<file path="src/rtl/fas_pkg.sv">
// Shared types and constants for the bit-serial adder/subtractor and its 1-bit cell.
package fas_pkg;

    typedef enum logic [1:0] {
        IDLE = 2'd0,
        RUN  = 2'd1,
        DONE = 2'd2
    } fas_state_t;

    localparam logic FAS_ADD = 1'b0;
    localparam logic FAS_SUB = 1'b1;

    // Bit-counter width: $clog2(w), never narrower than one bit.
    function automatic int unsigned cnt_width(input int unsigned w);
        return (w > 1) ? $clog2(w) : 1;
    endfunction

endpackage

</file>
<file path="src/rtl/fas.sv">
// Combinational 1-bit full adder/subtractor cell: a_ns = 0 adds, a_ns = 1 subtracts.
module fas
    import fas_pkg::*;
(
    input  logic a,
    input  logic b,
    input  logic cin,
    input  logic a_ns,
    output logic s,
    output logic cout
);

    always_comb begin
        s = a ^ b ^ cin;
        if (a_ns == FAS_SUB) begin
            cout = (~a & b) | (~a & cin) | (b & cin);
        end else begin
            cout = (a & b) | (a & cin) | (b & cin);
        end
    end

endmodule

</file>
<file path="src/rtl/fas_serial.sv">
// W-bit LSB-first serial adder/subtractor built around one fas cell.
// Optional macro FAS_SERIAL_OVF_EN enables the signed-overflow output.
module fas_serial
    import fas_pkg::*;
#(
    parameter int unsigned W = 8
) (
    input  logic         clk,
    input  logic         rst,
    input  logic         start,
    input  logic [W-1:0] a,
    input  logic [W-1:0] b,
    input  logic         cin,
    input  logic         a_ns,
    output logic         busy,
    output logic         done,
    output logic [W-1:0] s,
    output logic         cout,
    output logic         ovf
);

    localparam int unsigned CW = cnt_width(W);

    fas_state_t    state_q, state_d;
    logic [W-1:0]  a_sh_q, a_sh_d;
    logic [W-1:0]  b_sh_q, b_sh_d;
    logic [W-1:0]  res_sh_q, res_sh_d;
    logic [W-1:0]  s_q, s_d;
    logic [CW-1:0] cnt_q, cnt_d;
    logic          op_q, op_d;
    logic          carry_q, carry_d;
    logic          cout_q, cout_d;

    logic          bit_s;
    logic          bit_c;
    logic          accept;
    logic          last;
    logic [W-1:0]  res_next;

    fas u_fas (
        .a    (a_sh_q[0]),
        .b    (b_sh_q[0]),
        .cin  (carry_q),
        .a_ns (op_q),
        .s    (bit_s),
        .cout (bit_c)
    );

    // Result bits enter at the MSB so the word is aligned after W shifts.
    assign res_next = W'({bit_s, res_sh_q} >> 1);

    always_comb begin
        state_d  = state_q;
        a_sh_d   = a_sh_q;
        b_sh_d   = b_sh_q;
        res_sh_d = res_sh_q;
        s_d      = s_q;
        cnt_d    = cnt_q;
        op_d     = op_q;
        carry_d  = carry_q;
        cout_d   = cout_q;
        accept   = 1'b0;
        last     = 1'b0;

        case (state_q)
            IDLE: begin
                accept = start;
            end
            RUN: begin
                a_sh_d   = a_sh_q >> 1;
                b_sh_d   = b_sh_q >> 1;
                res_sh_d = res_next;
                carry_d  = bit_c;
                cnt_d    = cnt_q + CW'(1);
                if (cnt_q == CW'(W - 1)) begin
                    last    = 1'b1;
                    state_d = DONE;
                    s_d     = res_next;
                    cout_d  = bit_c;
                end
            end
            DONE: begin
                accept  = start;
                state_d = IDLE;
            end
            default: state_d = IDLE;
        endcase

        if (accept) begin
            state_d  = RUN;
            a_sh_d   = a;
            b_sh_d   = b;
            op_d     = a_ns;
            carry_d  = cin;
            cnt_d    = '0;
            res_sh_d = '0;
        end
    end

    always_ff @(posedge clk) begin
        if (rst) begin
            state_q  <= IDLE;
            a_sh_q   <= '0;
            b_sh_q   <= '0;
            res_sh_q <= '0;
            s_q      <= '0;
            cnt_q    <= '0;
            op_q     <= 1'b0;
            carry_q  <= 1'b0;
            cout_q   <= 1'b0;
        end else begin
            state_q  <= state_d;
            a_sh_q   <= a_sh_d;
            b_sh_q   <= b_sh_d;
            res_sh_q <= res_sh_d;
            s_q      <= s_d;
            cnt_q    <= cnt_d;
            op_q     <= op_d;
            carry_q  <= carry_d;
            cout_q   <= cout_d;
        end
    end

`ifdef FAS_SERIAL_OVF_EN
    logic a_msb_q, a_msb_d;
    logic b_msb_q, b_msb_d;
    logic ovf_q, ovf_d;

    // The final serial bit is the result MSB.
    always_comb begin
        a_msb_d = a_msb_q;
        b_msb_d = b_msb_q;
        ovf_d   = ovf_q;
        if (last) begin
            if (op_q == FAS_ADD) begin
                ovf_d = (a_msb_q == b_msb_q) && (bit_s != a_msb_q);
            end else begin
                ovf_d = (a_msb_q != b_msb_q) && (bit_s != a_msb_q);
            end
        end
        if (accept) begin
            a_msb_d = a[W-1];
            b_msb_d = b[W-1];
        end
    end

    always_ff @(posedge clk) begin
        if (rst) begin
            a_msb_q <= 1'b0;
            b_msb_q <= 1'b0;
            ovf_q   <= 1'b0;
        end else begin
            a_msb_q <= a_msb_d;
            b_msb_q <= b_msb_d;
            ovf_q   <= ovf_d;
        end
    end

    assign ovf = ovf_q;
`else
    assign ovf = 1'b0;
`endif

    assign busy = (state_q != IDLE);
    assign done = (state_q == DONE);
    assign s    = s_q;
    assign cout = cout_q;

endmodule

</file>
<file path="config.mk">
export PLATFORM = sky130hd
export DESIGN_NAME = fas_serial
export DESIGN_NICKNAME = d
export VERILOG_FILES = /design/src/rtl/fas_pkg.sv /design/src/rtl/fas.sv /design/src/rtl/fas_serial.sv
export SDC_FILE = /design/constraint.sdc
export NUM_CORES = 1
export LEC_CHECK = 0
export CORE_ASPECT_RATIO = 1.75
export CORE_MARGIN = 1
export CORE_UTILIZATION = 45
export DETAILED_ROUTE_END_ITERATION = 8
export PLACE_DENSITY_LB_ADDON = 0.25
export SLEW_MARGIN = 20
export SYNTH_ARGS = -nofsm -noshare
export SYNTH_HDL_FRONTEND = slang
export SYNTH_HIERARCHICAL = 1
export SYNTH_SLANG_ARGS = --single-unit
</file>
<file path="constraint.sdc">
create_clock -name clk -period 1.5 [get_ports clk]
set_clock_uncertainty 0.2 [all_clocks]
set_input_delay 0.45 -clock clk [delete_from_list [all_inputs] [get_ports clk]]
set_output_delay 0.45 -clock clk [all_outputs]
set_load 0.02 [all_outputs]
</file>
### Yosys cells after proc, flatten, opt, wreduce, memory -nomap -nowiden

Cells that the tools add are included.

* bits in registers: 40
* word-level logic and storage cells: 49
* bits of input ports: 21
* output and inout port bits: 12

* bitwise gates (word level): 13
* eq/ne operators: 6
* reductions and logical operators: 8
* $add $sub $neg: 1
* multiplexer cells: 11

Operator list (number)
* 8-bit two-way mux: 4
* 2-bit AND reduction: 3
* 1-bit bitwise AND: 5
* 1-bit two-way mux: 5
* 2-bit inequality test, second input constant: 2
* 1-bit bitwise OR: 4
* 2-bit case mux with 2 select lines: 1
* 2-bit nonzero test: 2
* 2-bit OR reduction: 2
* 3-bit by 1-bit adder with 3-bit output, second input constant: 1
* 3-bit == test, second input constant: 1
* 3-bit inequality test, second input constant: 1
* 2-bit by 1-bit == test with 1-bit output, second input constant: 1
* 2-bit == test, second input constant: 1
* 2-bit zero test: 1
* 2-bit two-way mux: 1
* 1-bit NOT: 2
* 1-bit bitwise XOR: 2

### Logic depth before layout (Yosys ltp)

Gate-level depths: netlist of the first run.

* word-level depth: 7
* depth in mapped cells: 6
* gate-level depth less buffers: 6

### By module

Netlist of the first run, hierarchy kept.

By module, submodules not included
* fas_serial: cells each 190, seq. area each 780.7 sq um, instances 1, area each 1564.0 sq um
* fas: cells each 9, seq. area each 0.0 sq um, instances 1, area each 63.8 sq um

### Least setup slack after synthesis of the first run

No wires, ideal clock.

* kind: input to register
* from: input port rst
* to: register a_sh_q[7]
* buffers on the path: 2
* required time: 1.166 ns
* path slack: 0.051 ns
* arrival time: 1.115 ns
* library setup time: 0.134 ns
* stages on the path: 3
* path through: clkbuf_1 -> buf_1 -> nor3_1

RTL lines
* from (decl): RTL line fas_serial.sv:9 `input logic rst,`
* to (signal assigned): RTL line fas_serial.sv:113 `a_sh_q <= a_sh_d;`
* to (decl): RTL line fas_serial.sv:25 `logic [W-1:0] a_sh_q, a_sh_d;`

No word-level cell between the ends.

### Worst setup path in the final report of the first run

* from: register state_q[1]
* to: output port busy

* word-level cells in the longest chain between the ends: 1

RTL lines
* from (decl): RTL line fas_serial.sv:24 `fas_state_t state_q, state_d;`
* from (signal assigned): RTL line fas_serial.sv:112 `state_q <= state_d;`
* 2-bit nonzero test: RTL line fas_serial.sv:164 `assign busy = (state_q != IDLE);`
* to (decl): RTL line fas_serial.sv:15 `output logic busy,`

No other way between the ends.

==> results.txt, run 1 <==
The power density relative to cell area came out at 920 mW/mm^2. The remaining antenna violation count is 0. The area of the multi-input gates came out at 882 um^2. Setup repair after global routing could not meet its margin everywhere. The worst setup path is launched from a flip-flop. The number of antenna cells inserted came out at 0. The area of the die came out at 0.00387 mm^2.

The critical path is of the reg2out type. The number of buffers and inverters on the critical path is 1. CTS saw 39 sinks.

The cell depth of the worst flop-to-flop path came out at 6. The internal power of the cells totals 1.64 mW. The run finished, with violations left.

The source-to-sink clock delay at the later pin of the worst-skew pair came out at 290 ps. In this run, synthesis produced a sequential element count of 39. The layout overhead on the synthesized area came out at 49.9%. The total core area is 0.00343 mm^2. The worst voltage drop across the vdd grid is 0.867 mV.

The worst endpoint data arrival time came out at 1000 ps. The final worst-path setup slack came out at -147 ps. The total overflow reported by the global router came out at 0.

The critical path capture point type is an output pin. The I/O pin total came out at 33. Registers take 787 um^2. After synthesis, the largest family of logic cells by area is simple AND/OR/NAND/NOR gates. The number of hold violations in the final report was 0. The number of standard-cell rows in the floorplan came out at 28.

In this run, the combinational gates consume 19.3% of the power. The multiplexer share of the synthesized area is 1.23%. dfxtp_1 takes more of the synthesized area than any other cell.

The post-synthesis compound-gate area fraction came out at 16.8%. In this design, the stage delay of the slowest critical-path cell is 330 ps. The final critical path takes up 110% of the cycle. The switching share of total power came out at 26.9%. In this run the mean area of a mapped cell was 8.18 um^2. The detailed-routing iteration count for the pre-antenna-repair pass is 4. The vertical extent of the die came out at 81.6 um.

For this run, the number of Yosys warnings is 6. The static leakage came out at 0.954 nW. The via count of the routed design came out at 1514. Routability-driven placement finished with a final weighted congestion of 0.747. The clock edge transition at the registers on the reported setup and hold paths came out at 80 ps. The adder and majority cell fraction of the synthesized area is 3.07%. The number of fill cells is 279.

The fraction of layout instances using a drive strength above 1 came out at 31.0%. Data on the critical path is required at its endpoint by 850 ps. The CTS tree is done. The instance area after placement came out at 0.00208 mm^2. Timing analysis after detailed placement gives a worst setup slack of -304 ps.

After synthesis, the cell types taking the most area are dfxtp_1 (48%), nand2_1 (13%), a21oi_1 (6.5%). The final max-slew violation count came to 0. The tree is rooted in a clkbuf_8. The proportion of power drawn by flip-flops and latches came out at 49.9%. The clock power share came out at 30.8%. For this run, the top clock speed supported by timing is 0.607 GHz. The number of I/O port buffers is 31. The number of nets in the synthesized netlist is 224. The number of CTS-inserted buffers is 5.

On the critical path, the stage with the largest delay is an instance of dfxtp_2. The final routed wire length divided by cell count came out at 14.3 um. Grouping stages by cell kind, the critical path spends the most delay in flip-flops.

Of all nets on the critical path, the largest fanout is 3. Dividing the detail-routed via count by the number of cells gives 5.17. The initial antenna violation count is 0. Walking the worst path, the cells encountered are or2_4, buf_6. For this design, the CTS-stage hold fixing added 0 buffers. The finished cells cover 0.00244 mm^2.

The largest buffer count on any clock path came out at 2. The checks that failed: setup timing. The via count of the first global-routing pass came out at 1436. The cell depth of the worst hold path is 2. Detailed placement finished with a half-perimeter wire length of 2380 um. The initial cell density of the core came out at 47.4%. Setup violations remaining at the end of the flow were counted as 19.

The post-route minimum period is 1650 ps. Summing the areas of all xor and xnor instances in the mapped netlist gives 1.08% of the synthesized area. Across the run, the number of max-cap violations was 0.

The floorplan die width is 47.5 um. The number of nets at the end of the flow is 272. The proportion of netlist area held by the largest area contributor is 48.0%. The final total power came out at 2.24 mW. The count of different cell masters after synthesis came out at 29. The violation count after the first detailed-route iteration is 23. The total number of H-tree levels is 2.

The simple-gate share of the synthesized area came out at 23.8%. The post-synthesis instance area is 0.00163 mm^2. The path class of the tightest hold or removal check is reg2reg.

Summing the sequential cell areas from Yosys gives 48.0% of the chip area. The post-synthesis instance total came out at 199. The number of cells on the critical path came out at 2. For this block, the routed nets add up to 4190 um of wire. In this run the power spent charging and discharging nets is 604 uW. Entering global routing, the biggest net connects 29 pins. The detailed-route DRC error count is 0. The wire length of the first global-routing pass came out at 6170 um.

In the global route stage, overall resource usage came out at 22.4%.
[logic make-up (layout without fill, tap and decap cells)]
logic type,after synthesis,after routing
AND/OR/NAND/NOR,93,93
AO/OA/AOI/OAI,40,40
flip-flops,39,39
buffers and inverters,18,67
adder cells (fa/ha/maj),4,4
XOR/XNOR,2,2
multiplexers,2,2
other,1,1
[final cells by class]
class / count / area share, %
Inverter: 2 / 0.308
Clock inverter: 3 / 0.615
Clock buffer: 5 / 2.82
Multi-Input combinational cell: 142 / 36.2
Tap cell: 45 / 2.31
Sequential cell: 39 / 32.3
Timing Repair Buffer: 57 / 25.5
[power groups by stage]
stage / sequential (mW) / clock [mW] / combinational, mW
floorplan: 1.13 / 0 / 0.183
CTS: 1.11 / 0.703 / 0.387
global route: 1.13 / 0.744 / 0.467
finish: 1.12 / 0.691 / 0.433
detailed placement: 1.13 / 0 / 0.313
global placement: 1.13 / 0 / 0.308
[worst reg2reg max path: cells and delay by family, from the launching register on]
kind | cells | cell delay [ps]
compound gates | 1 | 240
buf+inv | 3 | 380
simple gates | 2 | 380
flops | 1 | 330
[routing by layer]
layer / vias to the layer above / track usage, % / wire (um)
met5: - / 0 / 0
met4: 0 / 10.3 / 108
met3: 9 / 5.27 / 136
met2: 37 / 39.9 / 2340
met1: 704 / 23.2 / 1610
li1: 764 / - / -
[what timing repair did]
| action | in CTS | in global routing |
|---|---|---|
| pin swaps | 9 | 18 |
| endpoints found under the setup margin | 13 | 35 |
| gates cloned | 3 | 1 |
| resized for setup | 57 | 38 |
| setup buffers | 2 | 5 |
[cell usage in the layout (no fill, tap or decap), types with 3 or more instances in the layout]
master / count
clkbuf_8: 5
a311oi_1: 5
nand3_1: 11
clkdlybuf4s50_1: 19
buf_12: 3
a311oi_2: 8
buf_4: 11
nor2_1: 17
dfxtp_2: 5
dfxtp_1: 34
a21oi_1: 19
nand2_2: 6
nand2_1: 47
buf_6: 8
buf_2: 9
clkinv_2: 3
[Yosys cell counts]
cell,instances
buf_1,2
nand2_1,55
mux2i_1,2
a22oi_1,2
nor2b_1,2
or2_2,1
buf_2,7
dfxtp_1,39
and2b_1,1
inv_1,1
buf_4,3
inv_2,1
nand3b_1,1
ha_1,4
xnor2_1,2
o21a_1,1
a32oi_1,1
nand2b_1,3
a21oi_1,21
nand3_1,11
conb_1,1
a311oi_1,11
o21ai_0,1
buf_6,1
o21ai_1,1
nor2_1,17
clkbuf_1,3
nor3_1,2
a311oi_2,2
[path summary, 6_finish.rpt]
path | start | to | slack, ps
setup / recovery | state_q[1] | busy | -150
hold / removal | s[3] | s[3] | 250
setup reg to reg | state_q[1] | b_sh_q[1] | -110
hold reg to reg | s[3] | s[3] | 250
[flip-flops by register name, summed over array words and instances, names as in the netlist]
register / cells
a_sh_q: 8
b_sh_q: 8
s: 8
res_sh_q: 7
cnt_q: 3
state_q: 2
carry_q: 1
cout: 1
op_q: 1
[through the flow]
step / instances / util [%] / TNS (ps) / hold WS, ps
floorplan: 199 / - / 0 / 234
global placement: 276 / 60.7 / -7330 / 242
detailed placement: 276 / 60.7 / -8080 / 246
CTS: 288 / 65.9 / -756 / 254
global route: 293 / 71.1 / -2180 / 268
finish: 293 / 71.1 / -1020 / 248
No activity file was read; power rests on OpenSTA's default activity.
==> run 2, diff against run 1 <==
==> constraint.sdc (replaced) <==
create_clock -name clk -period 1.3 [get_ports clk]
set_clock_uncertainty 0.2 [all_clocks]
set_input_delay 0.39 -clock clk [delete_from_list [all_inputs] [get_ports clk]]
set_output_delay 0.39 -clock clk [all_outputs]
set_load 0.02 [all_outputs]
==> results.txt, run 2 (synthesized netlist as in run 1, its figures left out) <==
The worst voltage drop across the vdd grid is 1.09 mV (+26%). The number of CTS-inserted buffers is 5 (unchanged). The total routed wirelength was 6520 um (+56%). The largest net degree at the start of global routing was 15 (-48%). The worst setup timing slack at the placement stage came out at -501 ps (-197 ps). The detailed-route DRC error count came to 0 (unchanged). The peak per-stage delay on the critical path came to 340 ps (about the same).

The via count of the routed design is 1784 (+18%). The number of I/O port buffers is 31 (unchanged). The cell at the slowest stage of the critical path is dfxtp_2. The class of the most critical setup path is reg2out.

TritonCTS built the clock tree. The post-route minimum period is 1600 ps. The total number of H-tree levels is 2 (unchanged). The tree is rooted in a clkbuf_8. The wire length of the first global-routing pass was 7820 um (+27%). The final worst-path setup slack is -301 ps (-155 ps).

The largest buffer count on any clock path came out at 2 (unchanged). The number of vias per cell after detailed routing was 5.72 (+11%). The number of hold violations in the final report is 0 (unchanged). The number of standard-cell rows in the floorplan is 28 (unchanged).

Leaving out fill and tap cells, the most frequent cells in the layout are buf_6 (32), nand2_1 (30), dfxtp_1 (24). The clock edge transition at the registers on the reported setup and hold paths is 80 ps (about the same). The path class of the tightest hold or removal check is reg2reg. STA classifies the critical path startpoint as a flip-flop. The overall track demand over capacity in global routing was 29.0% (+6.6 points). The fmax came out at 0.624 GHz. The detailed-routing iteration count for the pre-antenna-repair pass came out at 4 (unchanged). The worst endpoint data arrival time came to 1010 ps (about the same).

The initial cell density of the core came out at 47.4% (unchanged). The initial antenna violation count came out at 0 (unchanged). The period utilization is 123%. The vertical extent of the die was 81.6 um (unchanged).

The final non-filler cell area is 0.00309 mm^2 (+27%). STA classifies the critical path endpoint as an output pin. The number of maximum-capacitance violations is 0 (unchanged). The final weighted congestion in routability-driven placement came to 0.790 (+5.7%). The required arrival time at the worst endpoint is 710 ps (-140 ps). The power density relative to cell area was 947 mW/mm^2 (+3.0%).

The core occupancy in the finished layout came out at 90.0% (+19 points). The half-perimeter wire length after detailed placement came out at 2630 um (+11%). The hold buffer count at CTS came to 0 (unchanged). The largest fanout on the critical path is 3 (unchanged).

The commonest non-fill, non-tap cell in the layout is buf_6. The total core area was 0.00343 mm^2 (unchanged). The layout overhead on the synthesized area is 89.9%. The instance area after placement came out at 0.00216 mm^2 (+3.7%).

Setup repair after global routing could not meet its margin everywhere. The via count of the first global-routing pass is 1656 (+15%). The checks that failed: setup timing.

The clock sink count was 39 (unchanged). The fraction of layout instances using a drive strength above 1 is 62.5% (+31 points). The final max-slew violation count is 0 (unchanged).

The flow ran to the end, but the final reports show violations. The number of nets at the end of the flow came out at 291 (+7.0%). The static leakage came out at 1.17 nW (+23%). The remaining antenna violation count is 0 (unchanged). The final total power was 2.93 mW (+30%). The I/O pin total was 33 (unchanged). The source-to-sink clock delay at the later pin of the worst-skew pair is 300 ps (about the same). The area of the die came to 0.00387 mm^2 (unchanged).

The floorplan die width is 47.5 um (unchanged). The number of failing setup endpoints in the final timing report is 49 (+30). The final routed wire length divided by cell count came out at 20.9 um (+46%).

The number of antenna cells inserted is 0 (unchanged). The number of fill cells is 131 (-53%). Walking the worst path, the cells encountered are or2_4, buf_6.

The violation count after the first detailed-route iteration came out at 35 (+52%). The total overflow reported by the global router is 0 (unchanged).
[run 2: cell types whose count changed in the layout (fill, tap and decap cells not counted), sizes merged]
cell and delta:
buf +20, bufbuf -1, clkbuf -1, clkinv -1, clkinvlp +1, dlygate4sd2 +1, dlymetal6s2s -1, nand2b +1
[run 2: routing by layer]
metal  vias up  GRT usage, %  wire [um]
li1        810             -          -
met1       887          29.4       2360
met2        61          49.9       3570
met3        26          10.3        310
met4         0          14.0        271
met5         -             0          0
[run 2: final timing paths]
kind         startpoint        end  slack, ps  cells after the start
min                s[7]       s[7]        280                      2
max          state_q[1]       busy       -300                      2
min reg2reg        s[7]       s[7]        280                      2
max reg2reg  state_q[1]  a_sh_q[5]       -270                      5
[run 2: worst max-delay path, delay by kind of cell (launching register included)]
| kind | cells | cell delay [ps] |
|---|---|---|
| flops | 1 | 340 |
| simple gates | 1 | 240 |
| buf+inv | 1 | 130 |
[run 2: layout make-up]
class | instances | area [um^2] | area share, %
Sequential cell | 39 | 805 | 26.0
Clock inverter | 3 | 25.0 | 0.810
Tap cell | 45 | 56.3 | 1.82
Inverter | 2 | 7.51 | 0.243
Timing Repair Buffer | 75 | 872 | 28.2
Multi-Input combinational cell | 143 | 1260 | 40.6
Clock buffer | 5 | 68.8 | 2.23
[run 2: where the power goes]
group | internal [mW] | switching [mW] | total [mW]
Clock | 0.383 | 0.470 | 0.854
Sequential | 1.25 | 0.0582 | 1.31
Combinational | 0.408 | 0.357 | 0.765
[run 2: per-stage QoR]
step / std cells / hold WS (ps) / setup TNS, ps
2_1_floorplan: 199 / 234 / -7.07
3_3_place_gp: 284 / 243 / -16330
3_5_place_dp: 284 / 250 / -16430
4_1_cts: 304 / 276 / -5820
5_1_grt: 312 / 280 / -9660
6_report: 312 / 278 / -7890
[run 2: repair_timing]
item | CTS | global route
resized for setup | 148 | 77
pin swaps | 47 | 30
setup endpoints to repair | 50 | 50
hold endpoints to repair | 0 | 0
gates cloned | 5 | 2
setup buffers | 7 | 12
